File: config.mk
export PLATFORM = sky130hd
export DESIGN_NAME = set_bit_iterator
export DESIGN_NICKNAME = d
export VERILOG_FILES = /design/src/rtl/alu_pkg.sv /design/src/rtl/bit_scan_enc.sv /design/src/rtl/set_bit_iterator.sv
export SDC_FILE = /design/constraint.sdc
export NUM_CORES = 1
export LEC_CHECK = 0
export ABC_AREA = 0
export BUFFER_PORTS_ARGS = -buffer_cell sky130_fd_sc_hd__buf_2
export CAP_MARGIN = 20
export CORE_MARGIN = 4
export CORE_UTILIZATION = 65
export CTS_BUF_LIST = sky130_fd_sc_hd__clkbuf_8
export CTS_CLUSTER_SIZE = 10
export DETAILED_ROUTE_END_ITERATION = 8
export PLACE_DENSITY = 0.89
export SYNTH_ARGS = -nofsm -noshare
export SYNTH_HDL_FRONTEND = slang
export SYNTH_HIERARCHICAL = 1
export SYNTH_SLANG_ARGS = --single-unit
File: constraint.sdc
create_clock -name clk -period 6.2 [get_ports clk]
set_input_delay 0.93 -clock clk [delete_from_list [all_inputs] [get_ports clk]]
set_output_delay 0.93 -clock clk [all_outputs]
set_load 0.02 [all_outputs]
File: src/rtl/alu_pkg.sv
// Shared types for the execute-area bit-mask utilities.
// Holds the scan-direction and iterator state encodings plus the default mask width.
package alu_pkg;

  typedef enum logic {
    SCAN_LSB = 1'b0,
    SCAN_MSB = 1'b1
  } scan_dir_e;

  typedef enum logic {
    ST_IDLE = 1'b0,
    ST_EMIT = 1'b1
  } state_e;

  localparam int DEFAULT_WIDTH = 32;

endpackage

File: src/rtl/bit_scan_enc.sv
// Combinational priority encoder: index of the lowest or highest set bit plus an any-set flag.
// Returns index 0 when no bit is set.
module bit_scan_enc
  import alu_pkg::*;
#(
  parameter int WIDTH = DEFAULT_WIDTH,
  parameter int IDXW  = $clog2(WIDTH)
) (
  input  logic [WIDTH-1:0] i_mask,
  input  logic             i_msbFirst,
  output logic [IDXW-1:0]  o_index,
  output logic             o_any
);

  // Each loop lets the last matching bit win, so the loop order picks the priority end.
  always_comb begin
    o_index = '0;
    o_any   = |i_mask;
    if (i_msbFirst) begin
      for (int i = 0; i < WIDTH; i++) begin
        if (i_mask[i]) o_index = IDXW'(i);
      end
    end else begin
      for (int i = WIDTH - 1; i >= 0; i--) begin
        if (i_mask[i]) o_index = IDXW'(i);
      end
    end
  end

endmodule

File: src/rtl/set_bit_iterator.sv
// Walks a mask and emits one beat per set bit (LSB- or MSB-first) with the zero run skipped.
// An all-zero mask yields a single empty beat; flush aborts the walk at any time.
module set_bit_iterator
  import alu_pkg::*;
#(
  parameter int WIDTH = DEFAULT_WIDTH,
  parameter int IDXW  = $clog2(WIDTH),
  parameter int GAPW  = $clog2(WIDTH) + 1
) (
  input  logic             clk,
  input  logic             rst_n,
  input  logic             flush,
  input  logic             in_valid,
  output logic             in_ready,
  input  logic [WIDTH-1:0] in_mask,
  input  logic             in_msb_first,
  output logic             out_valid,
  input  logic             out_ready,
  output logic [IDXW-1:0]  out_index,
  output logic [GAPW-1:0]  out_gap,
  output logic             out_last,
  output logic             out_empty
);

  // One extra bit so prev can hold both -1 and WIDTH as two's-complement values.
  localparam int PW = GAPW + 1;

  state_e           r_state;
  state_e           w_stateNext;
  logic [WIDTH-1:0] r_mask;
  scan_dir_e        r_dir;
  logic [PW-1:0]    r_prev;

  logic [IDXW-1:0]  w_index;
  logic             w_any;
  logic             w_single;
  logic             w_emit;
  logic             w_accept;
  logic             w_handshake;
  logic [PW-1:0]    w_idxExt;
  logic [GAPW-1:0]  w_gapLsb;
  logic [GAPW-1:0]  w_gapMsb;

  bit_scan_enc #(
    .WIDTH (WIDTH),
    .IDXW  (IDXW)
  ) u_scan (
    .i_mask     (r_mask),
    .i_msbFirst (r_dir == SCAN_MSB),
    .o_index    (w_index),
    .o_any      (w_any)
  );

  assign w_emit      = (r_state == ST_EMIT);
  assign w_accept    = (r_state == ST_IDLE) && in_valid && !flush;
  assign w_handshake = w_emit && out_ready && !flush;
  assign w_single    = ((r_mask & (r_mask - WIDTH'(1))) == '0);
  assign w_idxExt    = PW'(w_index);
  assign w_gapLsb    = GAPW'(w_idxExt - r_prev - PW'(1));
  assign w_gapMsb    = GAPW'(r_prev - PW'(1) - w_idxExt);

  always_comb begin
    w_stateNext = r_state;
    if (flush) begin
      w_stateNext = ST_IDLE;
    end else begin
      case (r_state)
        ST_IDLE: if (in_valid) w_stateNext = ST_EMIT;
        ST_EMIT: if (out_ready && out_last) w_stateNext = ST_IDLE;
        default: w_stateNext = ST_IDLE;
      endcase
    end
  end

  // Outputs come only from registered state, so they hold steady under backpressure.
  always_comb begin
    in_ready  = (r_state == ST_IDLE);
    out_valid = w_emit;
    out_index = '0;
    out_gap   = '0;
    out_last  = 1'b0;
    out_empty = 1'b0;
    if (w_emit) begin
      out_index = w_index;
      out_empty = !w_any;
      out_last  = !w_any || w_single;
      if (!w_any)                out_gap = GAPW'(WIDTH);
      else if (r_dir == SCAN_MSB) out_gap = w_gapMsb;
      else                        out_gap = w_gapLsb;
    end
  end

  always_ff @(posedge clk or negedge rst_n) begin
    if (!rst_n) r_state <= ST_IDLE;
    else        r_state <= w_stateNext;
  end

  // prev starts just outside the scan edge so the first gap counts from that edge.
  always_ff @(posedge clk or negedge rst_n) begin
    if (!rst_n) begin
      r_mask <= '0;
      r_dir  <= SCAN_LSB;
      r_prev <= '1;
    end else if (flush) begin
      r_mask <= '0;
      r_prev <= '1;
    end else if (w_accept) begin
      r_mask <= in_mask;
      r_dir  <= in_msb_first ? SCAN_MSB : SCAN_LSB;
      r_prev <= in_msb_first ? PW'(WIDTH) : '1;
    end else if (w_handshake) begin
      if (out_last) begin
        r_mask <= '0;
        r_prev <= '1;
      end else begin
        r_mask <= r_mask & ~(WIDTH'(1) << w_index);
        r_prev <= w_idxExt;
      end
    end
  end

endmodule

==> results of run 1 <==
-- power groups by stage --
stage               sequential (mW)  combinational [mW]  clock [mW]
floorplan                     0.337               0.435           0
global route                  0.366               0.665       0.193
detailed placement            0.362               0.593           0
finish                        0.361               0.621       0.177
global placement              0.359               0.584           0
CTS                           0.357               0.596       0.176
-- area by class of cell --
cell class | instances | share of cell area [%]
Inverter | 48 | 4.42
Clock inverter | 3 | 0.399
Multi-Input combinational cell | 369 | 59.6
Clock buffer | 5 | 1.69
Tap cell | 72 | 2.21
Sequential cell | 40 | 24.7
Timing Repair Buffer | 55 | 6.93
-- flip-flops by register name, indices dropped and copies added (netlist names) --
| name | cells |
|---|---|
| r_mask | 32 |
| r_prev | 6 |
| out_valid | 1 |
| r_dir | 1 |
-- metrics by stage --
stage,instances,util (%),hold slack [ns]
floorplan,476,-,0.528
global placement,584,72.6,0.539
detailed placement,584,72.6,0.560
CTS,592,74.1,0.572
global route,592,74.1,0.593
finish,592,74.1,0.566
-- Yosys cell counts (all sizes together), types with 9 or more instances --
library cell   n
nand2         64
inv           47
nor2          37
dfrtp         34
a22oi         32
o31ai         32
nor3          22
o21ai         18
a21oi         14
clkbuf        14
nor4          12
or4           12
ha            10
nor2b          9
o32ai          9
-- metal layers --
layer | share of wire (%) | vias to the layer above | global-route usage, %
met5 | 0 | - | 0
met4 | 5.3 | 0 | 16.3
met3 | 14 | 67 | 7.74
met2 | 44 | 381 | 56.6
met1 | 37 | 1976 | 52.2
li1 | - | 1878 | -
-- worst min-delay path: cells and delay by family (launching register included) --
family           cells  cell delay (ns)
AO/OA/AOI/OAI        1             0.07
AND/OR/NAND/NOR      1             0.12
flip-flops           1             0.39
-- path summary, 6_finish.rpt --
check | slack, ns | to
setup / recovery | 0.70 | out_gap[5]
hold / removal | 0.57 | r_prev[5]
setup reg to reg | 2.22 | r_mask[24]
hold reg to reg | 0.57 | r_prev[5]
max in group asynchronous | 4.82 | r_mask[11]
min in group asynchronous | 0.78 | r_mask[31]
-- cells by family (layout without fill, tap and decap cells) --
| family | after synthesis | after routing |
|---|---|---|
| buffers and inverters | 67 | 111 |
| and+or+nand+nor | 189 | 189 |
| xor gates and xnor gates | 4 | 4 |
| muxes | 2 | 2 |
| AOI/OAI and AO/OA | 158 | 158 |
| DFF | 40 | 40 |
| adders and majority gates | 16 | 16 |
==> out/metrics.cfg, run 1 <==
[status]
status = finished, final reports clean

[place]
preCtsSetupSlack_ns = 1.19
gp_congestion = 1.07
place_area_um2 = 4000
port_buffers = 52
place_hpwl_um = 9430

[cts]
cts_made_buffers = 5
tritoncts = built
cts_hold_buf = 0
post_cts_buffers = 0
clk_latency_ns = 0.30
cts_sinks = 40
htree_levels = 2
cts_resized = 0
cts_root_buf = clkbuf_8
cts_buffer_depth = 2
path_clk_slew_ns = 0.08

[synth]
synthAdderAreaFrac_pct = 5.57
synth_xor_area_share_pct = 0.951
yosys-top-cells-area = dfrtp_1, a22oi_1, nand2_1
yosys.area.top_type = dfrtp_1
synth_top_area_share_pct = 23.1
synth-seq-area-share_pct = 27.4
synthDistinctLibCells = 69
synth_top_family_by_area = compound AO/OA/AOI/OAI gates
synth-edff-count = 0
ys_seq_elements = 40
ys.flop_type = dfrtp_1
async_reset_ff_share_pct = 100
yosys.area_share.simple_pct = 26.1
synthMuxAreaShare_pct = 0.543
synth-compound-area-share_pct = 32.3
avgSynthCellArea_um2 = 7.74
synthesis.instances = 476
syn_nets = 526
ys_warn_count = 6
syn_area_um2 = 3680

[worst_setup_path]
worstSetupStartpoint = r_mask[3]
critPathSlowestCell = o221ai_1
slowest_delay_ns = 0.58
worstSetupPathDepth = 15
critPathBufInv = 2
start_kind = register
path_cells = nor2_1 -> o31ai_1 -> a211oi_1 -> o311a_1 -> o221ai_1 -> clkinv_1 -> ha_1 -> a21o_1 -> a211oi_1 -> a21oi_1 -> a221o_1 -> a221oi_1 -> xnor2_1 -> a21oi_1 -> buf_2
worstPathArrival_ns = 4.57
ff2ff_path_depth = 7
path_max_fanout = 10
critical_path_class = register to output pin
reg2reg_from = r_mask[1]
crit_family = compound AO/OA/AOI/OAI gates
cp-end-kind = output pin
worstPathRequired_ns = 5.27

[cells_and_area]
fin_area_um2 = 4080
fillers = 423
nets = 569
final_cell_mix = nand2_1, buf_2, inv_1, nor2_1, dfrtp_1
multi_input_area_um2 = 2430
diodes = 0
final_common_cell = nand2_1
layout-drive-gt1-share_pct = 16.9
regArea_um2 = 1010
area_growth_pct = 10.7

[power]
pwr_density_cell_nw_per_um2 = 284
p_sw_share_pct = 48.5
switchingPower_mw = 0.562
power_frac_seq_pct = 31.1
power_frac_clock_pct = 15.3
comb_power_share_pct = 53.6
p_leak_nw = 1.67
peakVddDrop_uv = 229
total_power_mw = 1.16
internal_power_mw = 0.598

[die]
dieArea_um2 = 6940
row_count = 27
die_width_um = 83.3
fp.dieH_um = 83.3
start_util_pct = 66.9
core_um2 = 5510
io_pins = 53

[route]
routedWlPerCell_um = 22.2
dr.pass1.iters = 7
via_count = 4302
drt-vias-per-instance = 7.27
drt_iter0_drc = 768
drcViolationCount = 0
ant_nets = 0
routed_wl_um = 13100

[sta]
max_slew_margin_pct = 27.0
clock_skew_ns = 0.0137
period_needed_ns = 5.50
period_share_pct = 88.7
fmax_ghz = 0.182
rsz0062_at_grt = no
setup_viol = 0
fin_tns_setup_ns = 0
hold_viol = 0
drv_slew = 0
tightest_slew_ns = 1.07
worst_slack_ns = 0.703

[min_path]
holdPathStages = 2
hp-start = r_prev[5]
hp-class = register to register

[global_route]
grtUsageTotal_pct = 37.6
grt.overflow.total = 0
grt_max_degree = 41
grt_pass1_wl_um = 20800
antenna_found_initial = 0
grt_pass1_vias = 3898

[job]
drv_cap = 0

Power figures use the tool's default switching activity.
==> inputs of run 2 (changes only) <==
--- a/config.mk
+++ b/config.mk
@@ -9,11 +9,11 @@
 export BUFFER_PORTS_ARGS = -buffer_cell sky130_fd_sc_hd__buf_2
 export CAP_MARGIN = 20
 export CORE_MARGIN = 4
-export CORE_UTILIZATION = 65
+export CORE_UTILIZATION = 50
 export CTS_BUF_LIST = sky130_fd_sc_hd__clkbuf_8
 export CTS_CLUSTER_SIZE = 10
 export DETAILED_ROUTE_END_ITERATION = 8
-export PLACE_DENSITY = 0.89
+export PLACE_DENSITY = 0.71
 export SYNTH_ARGS = -nofsm -noshare
 export SYNTH_HDL_FRONTEND = slang
 export SYNTH_HIERARCHICAL = 1
==> out/metrics.cfg, run 2 (same netlist as run 1, synthesis figures left out) <==
[status]
status = finished, final reports clean

[route]
routedWlPerCell_um = 21.5  ; -3.2%
via_count = 4037  ; -6.2%
drt_iter0_drc = 478  ; -38%
drt-vias-per-instance = 6.50  ; -11%
ant_nets = 0  ; unchanged
routed_wl_um = 13300  ; +1.6%
drcViolationCount = 0  ; unchanged
dr.pass1.iters = 5  ; -2

[sta]
clock_skew_ns = 0.0103  ; -0.00338 ns
drv_slew = 0  ; unchanged
worst_slack_ns = 0.863  ; +0.159 ns
rsz0062_at_grt = no
hold_viol = 0  ; unchanged
max_slew_margin_pct = 34.3  ; +7.3 points
fmax_ghz = 0.187  ; +3.0%
fin_tns_setup_ns = 0  ; unchanged
setup_viol = 0  ; unchanged
period_share_pct = 86.1  ; -2.6 points
period_needed_ns = 5.34  ; -0.159 ns
tightest_slew_ns = 0.986  ; -0.0883 ns

[place]
gp_congestion = 1.05  ; -1.6%
port_buffers = 52  ; unchanged
place_hpwl_um = 9740  ; +3.3%
preCtsSetupSlack_ns = 1.24  ; +0.0518 ns

[global_route]
grtUsageTotal_pct = 31.3  ; -6.3 points
grt.overflow.total = 0  ; unchanged
grt_pass1_vias = 3825  ; -1.9%
grt_max_degree = 41  ; unchanged
grt_pass1_wl_um = 21100  ; +1.4%
antenna_found_initial = 0  ; unchanged

[cts]
cts_buffer_depth = 2  ; unchanged
cts_made_buffers = 5  ; unchanged
cts_resized = 0  ; unchanged
post_cts_buffers = 0  ; unchanged
cts_sinks = 40  ; unchanged
clk_latency_ns = 0.30  ; about the same
tritoncts = built
htree_levels = 2  ; unchanged
cts_root_buf = clkbuf_8
cts_hold_buf = 0  ; unchanged
path_clk_slew_ns = 0.08  ; about the same

[worst_setup_path]
path_max_fanout = 10  ; unchanged
path_cells = nor2_1 -> o31ai_1 -> a211oi_1 -> o311a_1 -> o221ai_1 -> clkinv_1 -> ha_1 -> a21o_1 -> a211oi_1 -> a21oi_1 -> a221o_1 -> a221oi_1 -> xnor2_1 -> a21oi_1 -> buf_2
critPathSlowestCell = o221ai_1
worstPathArrival_ns = 4.41  ; -0.16 ns
worstPathRequired_ns = 5.27  ; about the same
critical_path_class = register to output pin
cp-end-kind = output pin
reg2reg_from = r_mask[1]
slowest_delay_ns = 0.57  ; about the same
worstSetupStartpoint = r_mask[3]
start_kind = register

[cells_and_area]
area_growth_pct = 11.7
nets = 571  ; +0.35%
diodes = 0  ; unchanged
multi_input_area_um2 = 2420  ; -0.41%
regArea_um2 = 1010  ; unchanged
fillers = 705  ; +67%
final_cell_mix = nand2_1, buf_2, inv_1, nor2_1, dfrtp_1
largest_register = r_mask
reg_top3 = r_mask (32), r_prev (6)
layout-drive-gt1-share_pct = 16.9  ; -0.065 points
final_common_cell = nand2_1
largest_reg_flops = 32  ; unchanged

[power]
peakVddDrop_uv = 149  ; -35%
pwr_density_cell_nw_per_um2 = 279  ; -1.9%
p_leak_nw = 1.68  ; +0.81%

[min_path]
hp-start = r_prev[5]
hp-class = register to register

[die]
dieArea_um2 = 8810  ; +27%
start_util_pct = 51.1  ; -16 points
die_width_um = 93.8  ; +13%
io_pins = 53  ; unchanged
row_count = 31  ; +15%
fp.dieH_um = 93.8  ; +13%
core_um2 = 7210  ; +31%

[job]
drv_cap = 0  ; unchanged

## run 2: changes by cell type in the layout (fill, tap and decap cells not counted), sizes merged
cell      change
buf           +2
clkinvlp      -1
inv           +1
## run 2: layer usage
metal	vias up	track usage, %	routed length, um
met5	-	0	0
met4	0	9.87	328
met3	24	7.93	1270
met2	217	48.0	5920
met1	1917	43.1	5810
li1	1879	-	-
## run 2: final cells by class
cell class,instances,area share [%]
timing repair buffer,57,7.24
multi-input combinational,369,58.9
sequential,40,24.5
clock buffer,5,1.67
tap,99,3.01
clock inverter,3,0.304
inverter,48,4.38
## run 2: power breakdown
group	switching [mW]	total, mW	internal [mW]	leakage (nW)
clock	0.100	0.176	0.0760	0.0505
sequential	0.0701	0.361	0.291	0.518
combinational	0.383	0.610	0.228	1.11
## run 2: worst max-delay path: cells and delay by family, from the launching register on
family	cells	cell delay, ns
compound gates	10	2.45
buf+inv	2	0.65
flops	1	0.51
fa+ha+maj	1	0.30
simple gates	1	0.11
xor+xnor	1	0.10
## run 2: stage by stage
| step | total power [mW] | instances | area [um2] | hold WS [ns] | utilization (%) |
|---|---|---|---|---|---|
| after CTS | 1.14 | 621 | 4120 | 0.572 | 57.0 |
| after global routing | 1.22 | 621 | 4120 | 0.630 | 57.0 |
| after global placement | 0.957 | 613 | 4030 | 0.540 | 55.9 |
| after detailed placement | 0.957 | 613 | 4030 | 0.552 | 55.9 |
| final | 1.15 | 621 | 4120 | 0.565 | 57.0 |
| after floorplan | 0.772 | 476 | 3680 | 0.528 | - |
## run 2: path summary, 6_finish.rpt
kind | slack, ns | to | depth (start not counted)
worst max-delay path | 0.86 | out_gap[5] | 15
worst min-delay path | 0.56 | r_prev[5] | 2
worst min register to register | 0.56 | r_prev[5] | 2
max in group asynchronous | 4.80 | r_dir | 1
min in group asynchronous | 0.79 | r_mask[9] | 1
worst max register to register | 2.25 | r_mask[9] | 8
==> inputs of run 3 (changes only) <==
--- a/config.mk
+++ b/config.mk
@@ -6,7 +6,7 @@
 export NUM_CORES = 1
 export LEC_CHECK = 0
 export ABC_AREA = 0
-export BUFFER_PORTS_ARGS = -buffer_cell sky130_fd_sc_hd__buf_2
+export BUFFER_PORTS_ARGS = -buffer_cell sky130_fd_sc_hd__buf_4
 export CAP_MARGIN = 20
 export CORE_MARGIN = 4
 export CORE_UTILIZATION = 50
==> constraint.sdc (replaced) <==
create_clock -name clk -period 4.7 [get_ports clk]
set_input_delay 0.705 -clock clk [delete_from_list [all_inputs] [get_ports clk]]
set_output_delay 0.705 -clock clk [all_outputs]
set_load 0.02 [all_outputs]
==> out/metrics.cfg, run 3 (same netlist as run 1, synthesis figures left out) <==
[worst_setup_path]
start_kind = register
cp-end-kind = output pin
path_cells = or3_1 -> o211ai_1 -> o211ai_1 -> a32o_2 -> buf_4 -> ha_1 -> a211o_1 -> a21oi_1 -> a21oi_1 -> a221o_1 -> a221oi_2 -> xnor2_1 -> a21oi_1 -> buf_4
critical_path_class = register to output pin
worstPathArrival_ns = 3.89  ; -0.52 ns
critPathMostFrequentCell = a21oi_1
ff2ff_path_depth = 8  ; unchanged
critPathSlowestCell = dfrtp_1
slowest_delay_ns = 0.57  ; about the same
worstSetupStartpoint = r_mask[17]
reg2reg_from = r_mask[1]
worstPathRequired_ns = 3.99  ; -1.28 ns
path_max_fanout = 10  ; unchanged

[cts]
path_clk_slew_ns = 0.10  ; +0.02 ns
cts_made_buffers = 5  ; unchanged
cts_buffer_depth = 2  ; unchanged
tritoncts = built
cts_sinks = 40  ; unchanged
cts_hold_buf = 0  ; unchanged
htree_levels = 2  ; unchanged
clk_latency_ns = 0.31  ; about the same
cts_root_buf = clkbuf_8

[global_route]
grtUsageTotal_pct = 31.1  ; -0.21 points
antenna_found_initial = 0  ; unchanged
grt_pass1_wl_um = 21300  ; +1.1%
grt.overflow.total = 0  ; unchanged
grt_max_degree = 41  ; unchanged
grt_pass1_vias = 3991  ; +4.3%

[power]
pwr_density_cell_nw_per_um2 = 378  ; +36%
p_leak_nw = 1.78  ; +5.7%
peakVddDrop_uv = 210  ; +41%

[route]
drt_iter0_drc = 554  ; +16%
routedWlPerCell_um = 21.3  ; -0.74%
drcViolationCount = 0  ; unchanged
routed_wl_um = 13500  ; +0.85%
dr.pass1.iters = 6  ; +1
ant_nets = 0  ; unchanged
drt-vias-per-instance = 6.71  ; +3.2%
via_count = 4234  ; +4.9%

[cells_and_area]
fillers = 686  ; -2.7%
reg_top3 = r_mask (32), r_prev (6)
final_cell_mix = buf_4, nand2_1, inv_1, nor2_1, a22oi_1
final_common_cell = buf_4
largest_reg_flops = 32  ; unchanged
largest_register = r_mask
fin_area_um2 = 4400  ; +6.8%
nets = 581  ; +1.8%
area_growth_pct = 19.3
stdcell_count = 631  ; +1.6%
diodes = 0  ; unchanged
layout-drive-gt1-share_pct = 21.4  ; +4.6 points

[status]
status = finished, final reports clean

[sta]
tightest_slew_ns = 1.07  ; +0.0832 ns
hold_viol = 0  ; unchanged
max_slew_margin_pct = 28.4  ; -5.9 points
period_share_pct = 97.7
period_needed_ns = 4.59
setup_viol = 0  ; unchanged
fin_tns_setup_ns = 0  ; unchanged
fmax_ghz = 0.218
drv_slew = 0  ; unchanged
clock_skew_ns = 0.0130  ; +0.00272 ns

[place]
place_hpwl_um = 9660  ; -0.87%
gp_congestion = 1.06  ; +0.76%
port_buffers = 52  ; unchanged
place_area_um2 = 4230  ; +4.9%
dp.cells = 622  ; +1.5%

[die]
start_util_pct = 51.1  ; unchanged
fp.dieH_um = 93.8  ; unchanged
row_count = 31  ; unchanged
io_pins = 53  ; unchanged
dieArea_um2 = 8810  ; unchanged
die_width_um = 93.8  ; unchanged
core_um2 = 7210  ; unchanged

[min_path]
hp-class = primary input to asynchronous set/reset pin

[job]
drv_cap = 0  ; unchanged

-- run 3: changes by cell type in the layout (fill, tap and decap cells not counted), moves of 7 or more --
cell	before	now
buf_4	5	67
buf_2	52	0
dfrtp_1	34	27
dfrtp_2	0	7
-- run 3: power breakdown --
part | internal, mW | switching (mW) | leakage, nW
registers | 0.385 | 0.0894 | 0.508
clock network | 0.160 | 0.151 | 0.0583
logic | 0.355 | 0.523 | 1.21
-- run 3: final timing paths --
| check | end | slack [ns] |
|---|---|---|
| min in group clk | r_prev[5] | 0.57 |
| hold / removal | r_mask[8] | 0.38 |
| max in group asynchronous | r_mask[2] | 3.90 |
| hold reg to reg | r_prev[5] | 0.57 |
| setup / recovery | out_gap[5] | 0.11 |
| setup reg to reg | r_mask[7] | 0.98 |
-- run 3: per-layer routing --
metal | vias to the layer above | routed length, um | GRT usage [%]
met5 | - | 0 | 0
met2 | 272 | 6160 | 47.8
met3 | 34 | 1160 | 5.05
li1 | 1901 | - | -
met1 | 2027 | 5680 | 43.9
met4 | 0 | 453 | 11.4
-- run 3: layout make-up --
class                           count  area (um2)  share of cell area, %
Clock inverter                      3        47.5                   1.08
Inverter                           48         180                   4.10
Clock buffer                        5        68.8                   1.57
Timing Repair Buffer               67         503                   11.4
Multi-Input combinational cell    369        2460                   55.9
Sequential cell                    40        1020                   23.1
Tap cell                           99         124                   2.82
-- run 3: what timing repair did --
item | CTS | global route
buffers inserted | 0 | 1
endpoints found under the setup margin | 1 | 1
pin swaps | 0 | 2
resized for setup | 2 | 12
-- run 3: worst max-delay path: cells and delay by family (launching register included) --
kind	cells	cell delay, ns
AOI/OAI and AO/OA	9	2.00
DFF	1	0.57
and+or+nand+nor	1	0.39
buffers and inverters	2	0.32
adders and majority gates	1	0.20
xor gates and xnor gates	1	0.09
-- run 3: stage by stage --
stage	utilization (%)	setup WS [ns]	total power [mW]	hold WS [ns]
after CTS	60.3	0.0402	1.62	0.404
after floorplan	-	0.382	1.02	0.409
final	60.9	0.107	1.66	0.383
after global placement	58.7	0.328	1.30	0.546
after detailed placement	58.7	0.316	1.30	0.565
after global routing	60.9	-0.0478	1.76	0.424
